<file path="src/rtl/bist_pattern_engine.sv">
// BIST engine: Galois LFSR stimulus into the DUT, MISR compaction of its responses,
// and a golden-signature compare latched when the run completes.
module bist_pattern_engine #(
    parameter int               WIDTH = 8,
    parameter int               NPAT  = 255,
    parameter int               LAT   = 0,
    parameter logic [WIDTH-1:0] SEED  = 8'h01,
    parameter logic [WIDTH-1:0] POLY  = 8'hB8,
    parameter logic [WIDTH-1:0] MPOLY = 8'hB8
) (
    input  logic             C,
    input  logic             R,
    input  logic             START,
    input  logic [WIDTH-1:0] GOLDEN,
    input  logic [WIDTH-1:0] RESP,
    output logic [WIDTH-1:0] STIM,
    output logic             BUSY,
    output logic             DONE,
    output logic [WIDTH-1:0] SIG,
    output logic             PASS
);

    typedef enum logic [1:0] {
        S_IDLE,
        S_RUN,
        S_FLUSH,
        S_DONE
    } state_t;

    // An all-zero seed would lock the LFSR, so it is replaced by 1.
    localparam logic [WIDTH-1:0] ONE        = {{(WIDTH-1){1'b0}}, 1'b1};
    localparam logic [WIDTH-1:0] SEED_EFF   = (SEED == '0) ? ONE : SEED;
    localparam logic [15:0]      LAST_PAT   = 16'(NPAT - 1);
    localparam logic [15:0]      LAST_FLUSH = 16'(LAT - 1);

    state_t           state, state_next;
    logic [WIDTH-1:0] stim_q, stim_next;
    logic [WIDTH-1:0] sig_q, sig_next;
    logic [WIDTH-1:0] misr_step;
    logic [15:0]      cnt, cnt_next;
    logic             pass_q, pass_next;
    logic             capture;

    always_ff @(posedge C) begin
        if (R) begin
            state  <= S_IDLE;
            stim_q <= SEED_EFF;
            sig_q  <= '0;
            cnt    <= '0;
            pass_q <= 1'b0;
        end else begin
            state  <= state_next;
            stim_q <= stim_next;
            sig_q  <= sig_next;
            cnt    <= cnt_next;
            pass_q <= pass_next;
        end
    end

    // The valid pipeline marks which cycles carry a response belonging to a pattern.
    generate
        if (LAT > 0) begin : g_pipe
            logic [LAT-1:0] vpipe;

            always_ff @(posedge C) begin
                if (R) begin
                    vpipe <= '0;
                end else if (state == S_RUN || state == S_FLUSH) begin
                    vpipe[0] <= (state == S_RUN);
                    for (int i = 1; i < LAT; i++) begin
                        vpipe[i] <= vpipe[i-1];
                    end
                end
            end

            assign capture = vpipe[LAT-1];
        end else begin : g_nopipe
            assign capture = (state == S_RUN);
        end
    endgenerate

    assign misr_step = {1'b0, sig_q[WIDTH-1:1]} ^ (sig_q[0] ? MPOLY : '0) ^ RESP;

    always_comb begin
        state_next = state;
        stim_next  = stim_q;
        sig_next   = sig_q;
        cnt_next   = cnt;
        pass_next  = pass_q;

        if (capture) begin
            sig_next = misr_step;
        end

        case (state)
            S_IDLE, S_DONE: begin
                if (START) begin
                    state_next = S_RUN;
                    stim_next  = SEED_EFF;
                    sig_next   = '0;
                    cnt_next   = '0;
                    pass_next  = 1'b0;
                end
            end
            S_RUN: begin
                stim_next = {1'b0, stim_q[WIDTH-1:1]} ^ (stim_q[0] ? POLY : '0);
                cnt_next  = cnt + 16'd1;
                if (cnt == LAST_PAT) begin
                    cnt_next = '0;
                    if (LAT > 0) begin
                        state_next = S_FLUSH;
                    end else begin
                        state_next = S_DONE;
                        pass_next  = (sig_next == GOLDEN);
                    end
                end
            end
            S_FLUSH: begin
                cnt_next = cnt + 16'd1;
                if (cnt == LAST_FLUSH) begin
                    cnt_next   = '0;
                    state_next = S_DONE;
                    pass_next  = (sig_next == GOLDEN);
                end
            end
            default: begin
                state_next = S_IDLE;
            end
        endcase
    end

    assign STIM = stim_q;
    assign SIG  = sig_q;
    assign PASS = pass_q;
    assign BUSY = (state == S_RUN) || (state == S_FLUSH);
    assign DONE = (state == S_DONE);

endmodule

</file>
<file path="config.mk">
export PLATFORM = sky130hd
export DESIGN_NAME = bist_pattern_engine
export DESIGN_NICKNAME = d
export VERILOG_FILES = /design/src/rtl/bist_pattern_engine.sv
export SDC_FILE = /design/constraint.sdc
export NUM_CORES = 1
export LEC_CHECK = 0
export BUFFER_PORTS_ARGS = -buffer_cell sky130_fd_sc_hd__buf_2
export CORE_MARGIN = 3
export CORE_UTILIZATION = 59
export CTS_CLUSTER_DIAMETER = 40
export DETAILED_ROUTE_END_ITERATION = 6
export PLACE_DENSITY = 0.83
export SYNTH_ARGS = -nofsm -noshare
export SYNTH_HDL_FRONTEND = slang
export SYNTH_SLANG_ARGS = --single-unit
export TNS_END_PERCENT = 10
</file>
<file path="constraint.sdc">
create_clock -name C -period 4.5 [get_ports C]
set_input_delay 0.9 -clock C [delete_from_list [all_inputs] [get_ports C]]
set_output_delay 0.9 -clock C [all_outputs]
set_load 0.05 [all_outputs]
</file>
==> impl_metrics.csv <==
group,metric,value,unit
synthesis,syn-num-nets,253,
timing,hold_viol_final,0,
hold_path,worstHoldStart,"PASS",
place,gp_congestion,0.845,
synthesis,synth_compound_area_share,18.7,%
final_layout,layout-drive-gt1-share,21.6,%
clock_tree,cts_htree_levels,2,
synthesis,yosys.area_share.simple,22.8,%
clock_tree,clk_pin_slew,0.12,ns
timing,drv_slew,0,
synthesis,synth_area_leader_cell,"dfxtp_1",
timing,fin_tns_setup,0,ns
setup_path,cp_slowest_cell,"o22ai_1",
synthesis,synth_mux_area_share,1.51,%
synthesis,synth_flop_cell,"dfxtp_1",
global_route,track_usage,22.7,%
floorplan,die-area,0.00410,sq mm
place,placed_cells,300,
floorplan,rows,20,
timing,finalCritPeriodShare,58.2,%
final_layout,multi_input_area,0.00118,sq mm
synthesis,ys_seq_elements,35,
timing,rsz0062_at_grt,"false",
clock_tree,clockBufferDepth,2,
synthesis,synth_top_family_by_area,"simple AND/OR/NAND/NOR gates",
setup_path,critPathRequiredTime,4.77,ns
flow_run,cap_violations,0,
clock_tree,clock_latency,0.35,ns
synthesis,yosysWarnings,0,
timing,hold_slack,0.519,ns
clock_tree,cts_root_buffer,"clkbuf_4",
hold_path,min_path_type,"flip-flop to flip-flop",
power_and_ir_drop,peakVddDrop,416,uV
global_route,grt_max_degree,21,
synthesis,ys_top_cells_by_area,"dfxtp_1, xnor2_1, nor2_1",
clock_tree,cts_setup_buffers,0,
synthesis,synth-edff-count,0,
final_layout,diodes,0,
timing,skew,0.00707,ns
setup_path,worstPathArrival,2.89,ns
drt,antenna_left,0,
clock_tree,numCtsBuffers,5,
place,io_buffers,37,
setup_path,startpoint_type,"flip-flop",
setup_path,cp_slowest_stage_delay,0.61,ns
global_route,grt.overflow.total,0,
global_route,grt_pass1_vias,1661,
clock_tree,ctsResizeCount,0,
floorplan,die_height,64.0,um
floorplan,core,0.00313,sq mm
global_route,antenna_found_initial,0,
power_and_ir_drop,p_leak,0.897,nW
place,dpl.hpwl,2990,um
final_layout,final-instance-count-excl-fill,308,
synthesis,synth_area,0.00198,sq mm
timing,setup_viol,0,
power_and_ir_drop,p_per_area,589,mW/mm^2
synthesis,synth_top_area_share,35.3,%
setup_path,cp_cell_sequence,"ha_1, inv_1, o22ai_1, buf_4, nand2_2, o31ai_1",
final_layout,area_growth,15.3,%
floorplan,ios,38,
timing,tightestPinTransition,0.683,ns
final_layout,fillers,255,
drt,via_count,1763,
timing,min_period,2.62,ns
timing,slew-limit-headroom,54.5,%
floorplan,start_util,63.4,%
setup_path,path_buf_inv,2,
global_route,grt_pass1_wl,7460,um
final_layout,regArea,701,sq um
synthesis,synth.avg_cell_area,8.67,sq um
setup_path,reg2reg_from,"state[0]",
drt,routed_wl,4150,um
synthesis,yosysUniqueCellTypes,49,
setup_path,cpLargestDelayFamily,"compound AO/OA/AOI/OAI gates",
drt,wl_per_cell,13.5,um
clock_tree,cts_tree,"yes",
timing,fmax,382,MHz
synthesis,synth_cells,229,
synthesis,synthXorXnorAreaFrac,13.2,%
clock_tree,ctsHoldBuffers,0,
drt,drt-initial-drc-count,139,
synthesis,ys_seq_area_share,35.3,%
clock_tree,numClockSinks,35,
synthesis,synth_async_sr_flop_share,0,%
floorplan,die_w,64.0,um
final_layout,postLayoutCellArea,0.00229,sq mm
drt,viasPerCell,5.72,
outcome,status,"completed",
setup_path,cp_max_fo,20,
drt,first_pass_iters,4,
setup_path,worstSetupStartpoint,"state[0]",
setup_path,end_kind,"flip-flop",
synthesis,synth_fa_ha_area_share,3.15,%
final_layout,utilization,73.2,%
drt,drc,0,
final_layout,final_net_count,287,
setup_path,timing_worst_setup_path_type,"flip-flop to flip-flop",
place,place_area,0.00218,sq mm
## registers in the layout (all words and copies together) (netlist names)
register	count
state	2
SIG	8
PASS	1
cnt	16
STIM	8
## synth_stat cells, types with 6 or more instances
library cell / instances
dfxtp_1: 35
nor2_1: 30
xnor2_1: 15
inv_1: 13
a31oi_1: 11
nand2_1: 10
nand3_1: 9
clkbuf_1: 8
a22oi_1: 7
nand4_1: 7
xor2_1: 7
nand2b_1: 6
## through the flow
step	total power, W	worst slack [ns]
floorplan	0.000939	2.37
finish	0.00135	1.88
CTS	0.00135	1.91
global placement	0.00106	2.03
detailed placement	0.00107	1.91
global route	0.00143	1.54
## cell usage in the layout, fill, tap and decap left out, drive strengths merged, types with 3 or more instances in the layout
cell type,n
xnor2,15
and2,3
nand2,11
nand2b,6
o22ai,4
nand4b,3
a31oi,11
dfxtp,35
a22oi,7
nor2,31
a211oi,5
mux2i,3
nand3,9
inv,13
nor4,4
clkbuf,5
o21ai,5
ha,5
buf,39
xor2,7
o32ai,3
nand4,8
## per-layer routing
layer / global-route usage, % / routed length, um / part of all wire (%)
met4: 6.47 / 46 / 1.1
met3: 6.15 / 246 / 5.9
met1: 30.8 / 1920 / 46
met2: 35.1 / 1940 / 47
met5: 0 / 0 / 0
## cell families (layout without fill, tap and decap cells)
logic type / count (synthesis) / after routing
AO/OA/AOI/OAI: 50 / 50
AND/OR/NAND/NOR: 86 / 86
multiplexers: 3 / 3
XOR/XNOR: 25 / 25
buffers and inverters: 25 / 60
flip-flops: 35 / 35
adder cells (fa/ha/maj): 5 / 5
## report_power, final
part	switching, W	leakage, nW	internal, W
clock network	0.000113	0.0514	0.000173
registers	0.0000538	0.284	0.000356
logic	0.000428	0.562	0.000225
## worst min-delay path, delay by kind of cell (launching register included)
| family | cells | cell delay [ns] |
|---|---|---|
| AO/OA/AOI/OAI | 1 | 0.07 |
| flip-flops | 1 | 0.33 |
| AND/OR/NAND/NOR | 1 | 0.08 |
## layout make-up
type	count	area share [%]
Tap cell	44	2.41
Multi-Input combinational cell	169	51.5
Timing Repair Buffer	39	8.75
Clock buffer	5	1.64
Sequential cell	35	30.6
Clock inverter	3	2.95
Inverter	13	2.13
## path summary, 6_finish.rpt
path / to / slack, ns / cells after the start
worst max-delay path: cnt[14] / 1.88 / 6
worst min-delay path: PASS / 0.52 / 2
worst max register to register: cnt[14] / 1.88 / 6
worst min register to register: PASS / 0.52 / 2
(Power assumes the default switching activity.)
